==> src/rtl/mem_access_ctrl.sv <==
// MEM-stage data memory access controller: sequences direct and pointer-indirect
// loads/stores against a variable-latency data memory and stalls the pipeline.
module mem_access_ctrl (
  input  logic        clk,
  input  logic        reset_n,
  input  logic        req_valid,
  input  logic        op_load,
  input  logic        op_store,
  input  logic        op_byte,
  input  logic        op_indirect,
  input  logic [15:0] addr_in,
  input  logic [15:0] store_data_in,
  output logic [15:0] mem_address,
  output logic        mem_read,
  output logic        mem_write,
  output logic [1:0]  mem_byte_enable,
  output logic [15:0] mem_wdata,
  input  logic [15:0] mem_rdata,
  input  logic        mem_resp,
  output logic [15:0] load_data_out,
  output logic        advance,
  output logic        busy
);

  typedef enum logic [1:0] {IDLE, IND, ACC, DONE} state_t;

  state_t      state, state_nxt;
  logic [15:0] ptr, ptr_nxt;
  logic [15:0] ld_nxt;
  logic        is_mem, is_load, is_store;
  logic [15:0] target;
  logic [7:0]  rbyte;

  // A load+store encoding resolves to a load.
  assign is_mem   = op_load | op_store;
  assign is_load  = op_load;
  assign is_store = op_store & ~op_load;
  assign target   = op_indirect ? ptr : addr_in;
  assign rbyte    = target[0] ? mem_rdata[15:8] : mem_rdata[7:0];

  always_ff @(posedge clk) begin
    if (!reset_n) begin
      state         <= IDLE;
      ptr           <= '0;
      load_data_out <= '0;
    end else begin
      state         <= state_nxt;
      ptr           <= ptr_nxt;
      load_data_out <= ld_nxt;
    end
  end

  always_comb begin
    state_nxt       = state;
    ptr_nxt         = ptr;
    ld_nxt          = load_data_out;
    mem_address     = '0;
    mem_read        = 1'b0;
    mem_write       = 1'b0;
    mem_byte_enable = '0;
    mem_wdata       = '0;
    advance         = 1'b0;
    busy            = (state != IDLE);
    case (state)
      IDLE: begin
        if (req_valid) begin
          if (!is_mem)          advance   = 1'b1;
          else if (op_indirect) state_nxt = IND;
          else                  state_nxt = ACC;
        end
      end
      IND: begin
        mem_read        = 1'b1;
        mem_address     = {addr_in[15:1], 1'b0};
        mem_byte_enable = 2'b11;
        if (mem_resp) begin
          ptr_nxt   = mem_rdata;
          state_nxt = ACC;
        end
      end
      ACC: begin
        mem_read  = is_load;
        mem_write = is_store;
        if (op_byte) begin
          mem_address     = target;
          mem_byte_enable = target[0] ? 2'b10 : 2'b01;
          mem_wdata       = {store_data_in[7:0], store_data_in[7:0]};
        end else begin
          mem_address     = {target[15:1], 1'b0};
          mem_byte_enable = 2'b11;
          mem_wdata       = store_data_in;
        end
        if (mem_resp) begin
          state_nxt = DONE;
          if (is_load) ld_nxt = op_byte ? {8'h00, rbyte} : mem_rdata;
        end
      end
      DONE: begin
        advance   = 1'b1;
        state_nxt = IDLE;
      end
      default: state_nxt = IDLE;
    endcase
    // Hold the memory interface quiet for the whole reset window, not just after the edge.
    if (!reset_n) begin
      mem_address     = '0;
      mem_read        = 1'b0;
      mem_write       = 1'b0;
      mem_byte_enable = '0;
      mem_wdata       = '0;
      advance         = 1'b0;
      busy            = 1'b0;
    end
  end

endmodule

==> config.mk <==
export PLATFORM = sky130hd
export DESIGN_NAME = mem_access_ctrl
export DESIGN_NICKNAME = d
export VERILOG_FILES = /design/src/rtl/mem_access_ctrl.sv
export SDC_FILE = /design/constraint.sdc
export NUM_CORES = 1
export LEC_CHECK = 0
export ABC_CLOCK_PERIOD_IN_PS = 2400
export CAP_MARGIN = 20
export CORE_MARGIN = 2
export CORE_UTILIZATION = 43
export CTS_BUF_LIST = sky130_fd_sc_hd__clkbuf_8
export CTS_CLUSTER_DIAMETER = 100
export DETAILED_ROUTE_END_ITERATION = 10
export PLACE_DENSITY = 0.88
export SYNTH_ARGS = -nofsm -noshare
export SYNTH_HDL_FRONTEND = slang
export SYNTH_SLANG_ARGS = --single-unit
==> constraint.sdc <==
create_clock -name clk -period 2.4 [get_ports clk]
set_input_delay 0.24 -clock clk [delete_from_list [all_inputs] [get_ports clk]]
set_output_delay 0.24 -clock clk [all_outputs]
set_load 0.005 [all_outputs]
==> impl_metrics.py, run 1 <==
metrics = {
    "placement": {
        "hpwl_um": 4721,
        "dp_cells": 419,
        "io_buffers": 109,
        "gp_congestion": 0.8710,
    },
    "die": {
        "ios": 110,
        "die_w_um": 72.15,
        "initial_core_util_pct": 45.24,
        "die_h_um": 72.15,
        "die_area_mm2": 0.005205,
        "rows": 24,
        "core_area_mm2": 0.004414,
    },
    "global_routing": {
        "grt_use_total_pct": 24.26,
        "antenna_found_initial": 0,
        "overflow": 0,
        "grt_first_pass_wirelength_um": 10090,
        "grt_start_max_net_pins": 27,
        "grt_pass1_vias": 2086,
    },
    "synth": {
        "syn_avg_cell_area_um2": 7.396,
        "syn_inst": 270,
        "synth-seq-area-share_pct": 34.09,
        "synth-seq-cells": 34,
        "syn_nets": 331,
        "netlist_area_mm2": 0.001997,
        "synth_ff_type": "dfxtp_1",
        "synth-edff-count": 0,
        "async_flop_share_pct": 0,
        "synth-warning-count": 0,
        "synth.distinct_cells": 32,
    },
    "detailed_routing": {
        "firstDrtPassIters": 5,
        "vias": 2303,
        "routed_via_density": 5.393,
        "final_antenna_net_count": 0,
        "routedWlPerCell_um": 14.92,
        "drt_iter0_markers": 134,
        "drc": 0,
        "routed_wl_um": 6372,
    },
    "clock_network": {
        "clock-root-buffer": "clkbuf_8",
        "clock_sinks": 34,
        "clockBufferDepth": 2,
        "cts_max_level": 2,
        "worstSkewPairLatency_ns": 0.28,
        "tritoncts": "yes",
        "cts-buffers-inserted": 5,
        "hold_buffers": 0,
        "clk_pin_slew_ns": 0.07,
    },
    "run": {
        "cap_violations": 0,
    },
    "final_layout": {
        "nNetsFinal": 435,
        "final_cell_mix": "clkdlybuf4s50_1, nand2_1, o21ai_0",
        "area.sequential_um2": 683.2,
        "final_common_cell": "clkdlybuf4s50_1",
        "antenna_cells": 0,
        "area_growth_pct": 61.09,
        "drive_above_1_share_pct": 7.467,
        "final_cells": 427,
        "multiInputGateArea_mm2": 0.001196,
        "fill_cells": 353,
    },
    "setup_path": {
        "cp_cell_sequence": "inv_1, ha_2, nor3b_4, a21oi_1, nor3b_1, clkdlybuf4s50_1",
        "cp_max_fo": 7,
        "cpMaxStageDelayCell": "clkdlybuf4s50_1",
        "startpoint_type": "flip-flop",
        "critPathRequiredTime_ns": 2.16,
        "arrival_ns": 2.05,
        "end_kind": "output port",
        "crit_type": "flip-flop to output port",
        "critPathMaxStageDelay_ns": 0.54,
    },
    "min_path": {
        "hp-class": "flip-flop to flip-flop",
    },
    "timing": {
        "final.setup_skew_ns": 0.005214,
        "fin_tns_setup_ns": 0,
        "hold_viol_final": 0,
        "setup_viol": 0,
        "max_slew_margin_pct": 59.24,
        "max_freq_mhz": 436.2,
        "post-route-period-util_pct": 95.51,
        "worst_pin_slew_ns": 0.6097,
        "maxSlewViolCount": 0,
        "layout_min_cycle_time_ns": 2.292,
    },
    "power": {
        "p_leak_nw": 1.164,
        "power.density_mw_per_mm2": 641.0,
        "peakVddDrop_uv": 360.2,
    },
    "status": {
        "status": "complete, no violations",
    },
}
==> state kept, by name, indices dropped and copies added (netlist names) <==
register,flops
load_data_out,16
state,2
ptr,16
==> worst max-delay path: cells and delay by family (launching register included) <==
family | cells | cell delay (ns)
flip-flops | 1 | 0.35
buffers and inverters | 2 | 0.65
AO/OA/AOI/OAI | 1 | 0.09
adder cells (fa/ha/maj) | 1 | 0.26
AND/OR/NAND/NOR | 2 | 0.42
==> repair_timing <==
| action | CTS | global route |
|---|---|---|
| setup endpoints to repair | 1 | 19 |
| setup buffers | 0 | 0 |
| gates resized for setup | 1 | 5 |
==> where the power goes <==
group          switching, W  total [W]  internal, W
clock              0.000214   0.000445     0.000230
sequential        0.0000472   0.000678     0.000631
combinational      0.000470   0.000939     0.000469
==> routing by layer <==
metal  vias up  routed length [um]  track usage [%]
met5         -                   0                0
met4         0                 145            10.27
met3        13                 508            3.889
met2       104                2996            37.92
met1      1041                2721            33.22
li1       1145                   -                -
==> cells in the mapped netlist (4+ instances only) <==
cell type  count  area (um2)
dfxtp_1       34       680.7
buf_2          6       30.03
ha_1           5       62.56
clkbuf_1       8       30.03
and3_1         9       56.30
a31oi_1       10       62.56
nand3_1        9       45.04
a21oi_1       27       135.1
mux2i_1        9       90.09
a21boi_0      23       172.7
nand2_1       58       217.7
o21ai_0       33       165.2
nor2_1        11       41.29
inv_1          4       15.01
==> path summary, 6_finish.rpt <==
check	from	end	slack [ns]	cells past startpoint
max	state[0]	advance	0.11	6
min	ptr[8]	ptr[8]	0.46	2
max reg2reg	state[0]	load_data_out[1]	0.50	6
min reg2reg	ptr[8]	ptr[8]	0.46	2
==> final cells by class <==
| class | instances | share of cell area [%] |
|---|---|---|
| clock buffer | 6 | 2.567 |
| clock inverter | 2 | 0.3890 |
| inverter | 5 | 0.5834 |
| multi-input combinational | 210 | 37.18 |
| sequential | 34 | 21.24 |
| tap | 52 | 2.023 |
| timing repair buffer | 118 | 36.02 |
==> through the flow <==
stage	worst slack (ns)	total power, W	hold WS [ns]	instance area (um2)	utilization, %
3_3_place_gp	0.2022	0.001573	0.4513	3103	70.29
4_1_cts	0.03924	0.002035	0.4658	3203	72.56
2_1_floorplan	0.8299	0.001192	0.3748	1997	-
5_1_grt	-0.01547	0.002192	0.4887	3217	72.87
3_5_place_dp	0.1935	0.001590	0.4552	3103	70.29
6_report	0.1077	0.002062	0.4621	3217	72.87
==> cells by family (layout without fill, tap and decap cells) <==
group	Yosys count	after routing	synth area share, %
and+or+nand+nor	98	98	22.06
DFF	34	34	34.09
muxes	10	10	5.075
buffers and inverters	26	131	6.829
AOI/OAI and AO/OA	97	97	28.82
adders and majority gates	5	5	3.133
No activity file was read; power rests on OpenSTA's default activity.
==> inputs of run 2 (changes only) <==
--- a/config.mk
+++ b/config.mk
@@ -13,6 +13,8 @@
 export CTS_CLUSTER_DIAMETER = 100
 export DETAILED_ROUTE_END_ITERATION = 10
 export PLACE_DENSITY = 0.88
+export REMOVE_ABC_BUFFERS = 1
+export SLEW_MARGIN = 15
 export SYNTH_ARGS = -nofsm -noshare
 export SYNTH_HDL_FRONTEND = slang
 export SYNTH_SLANG_ARGS = --single-unit
==> impl_metrics.py, run 2 (synthesized netlist as in run 1, its figures left out) <==
metrics = {
    "status": {
        "status": "complete, no violations",
    },
    "timing": {
        "whs_ns": 0.4609,
        "worst_pin_slew_ns": 0.6053,
        "layout_min_cycle_time_ns": 2.300,
        "final.setup_skew_ns": 0.003607,
        "maxSlewViolCount": 0,
        "max_slew_margin_pct": 59.54,
        "setup_viol": 0,
        "hold_viol_final": 0,
        "post-route-period-util_pct": 95.83,
        "max_freq_mhz": 434.8,
    },
    "setup_path": {
        "r2r_slack_ns": 0.55,
        "cp_cell_sequence": "inv_1, ha_2, nand2_2, buf_6, a21oi_1, clkdlybuf4s50_1",
        "crit_family": "buffers and inverters",
        "critPathMaxStageDelay_ns": 0.52,
        "cp_max_fo": 15,
        "cpMaxStageDelayCell": "clkdlybuf4s50_1",
        "critPathRequiredTime_ns": 2.16,
        "end_kind": "output port",
        "rr_worst_depth": 6,
        "crit_start": "state[1]",
        "r2r-start": "state[0]",
        "reg2reg_to": "load_data_out[3]",
        "startpoint_type": "flip-flop",
        "critical_path_buf_inv_count": 3,
        "arrival_ns": 2.06,
        "crit_type": "flip-flop to output port",
    },
    "detailed_routing": {
        "firstDrtPassIters": 4,
        "routed_via_density": 5.373,
        "routedWlPerCell_um": 15.32,
        "drc": 0,
        "final_antenna_net_count": 0,
        "routed_wl_um": 6526,
        "vias": 2289,
        "drt_iter0_markers": 129,
    },
    "clock_network": {
        "clk_pin_slew_ns": 0.07,
        "worstSkewPairLatency_ns": 0.29,
        "hold_buffers": 0,
        "tritoncts": "yes",
        "clockBufferDepth": 2,
        "clock_sinks": 34,
        "cts-buffers-inserted": 5,
        "clock-root-buffer": "clkbuf_8",
        "cts_max_level": 2,
    },
    "die": {
        "ios": 110,
        "core_area_mm2": 0.004414,
        "die_h_um": 72.15,
        "die_area_mm2": 0.005205,
        "initial_core_util_pct": 45.24,
        "die_w_um": 72.15,
        "rows": 24,
    },
    "global_routing": {
        "grt_pass1_vias": 2073,
        "grt_use_total_pct": 24.79,
        "grt_start_max_net_pins": 28,
        "antenna_found_initial": 0,
        "overflow": 0,
        "grt_first_pass_wirelength_um": 10210,
    },
    "min_path": {
        "hold-path-cell-count": 2,
        "hold_start": "ptr[1]",
        "hp-class": "flip-flop to flip-flop",
        "worstHoldEndpoint": "ptr[1]",
    },
    "final_layout": {
        "utilization_pct": 73.02,
        "final_cell_mix": "clkdlybuf4s50_1, nand2_1, o21ai_0",
        "multiInputGateArea_mm2": 0.001206,
        "reg_top3": "load_data_out x16, ptr x16, state x2",
        "final_cells": 426,
        "area_growth_pct": 61.40,
        "fill_cells": 358,
        "drive_above_1_share_pct": 8.289,
        "final_common_cell": "clkdlybuf4s50_1",
        "area.sequential_um2": 683.2,
        "antenna_cells": 0,
        "nNetsFinal": 434,
    },
    "power": {
        "total_power_w": 0.002071,
        "peakVddDrop_uv": 355.9,
        "power.density_mw_per_mm2": 642.6,
        "p_leak_nw": 1.157,
    },
    "run": {
        "cap_violations": 0,
    },
    "placement": {
        "hpwl_um": 4925,
        "dp_cells": 418,
        "gp_congestion": 0.8115,
        "io_buffers": 109,
    },
}
-- run 2: how the worst max path moves through the flow --
stage	end	slack, ns	depth (start not counted)
3_3_place_gp	mem_byte_enable[1]	0.22	5
3_5_place_dp	mem_byte_enable[1]	0.18	5
5_1_grt	mem_address[7]	-0.02	6
4_1_cts	mem_address[7]	0.02	6
2_1_floorplan	mem_address[0]	0.80	4
6_report	mem_address[7]	0.10	6
-- run 2: where the power goes --
part / internal, W / switching (W)
clock: 0.000230 / 0.000211
sequential: 0.000631 / 0.0000438
combinational: 0.000478 / 0.000477
-- run 2: per-layer routing --
metal  routed length, um  global-route usage [%]  vias to the layer above
li1                    -                       -                     1144
met1                2676                   31.29                     1054
met2                3336                   41.49                       73
met3                 327                   4.722                       18
met4                 185                   10.06                        0
met5                   0                       0                        -
-- run 2: worst min-delay path: stages (launching register included) --
cell and delay, ns:
dfxtp_1 0.31, nand2_1 0.04, a21boi_0 0.06
-- run 2: timing repair --
action | 4_1_cts | 5_1_grt
cloned | 0 | 0
buffers inserted | 0 | 0
resized for setup | 1 | 11
setup endpoints to repair | 1 | 21
-- run 2: final cells by class --
type / count / area share, %
Clock inverter: 2 / 0.3882
Timing Repair Buffer: 117 / 35.83
Sequential cell: 34 / 21.20
Multi-Input combinational cell: 210 / 37.42
Clock buffer: 6 / 2.562
Inverter: 5 / 0.5823
Tap cell: 52 / 2.019
-- run 2: through the flow --
step / cell area [um2] / setup slack [ns] / TNS, ns
2_1_floorplan: 1879 / 0.7999 / 0
3_3_place_gp: 3095 / 0.2157 / 0
3_5_place_dp: 3095 / 0.1772 / 0
4_1_cts: 3196 / 0.01996 / 0
5_1_grt: 3223 / -0.01918 / -0.03268
6_report: 3223 / 0.1000 / 0
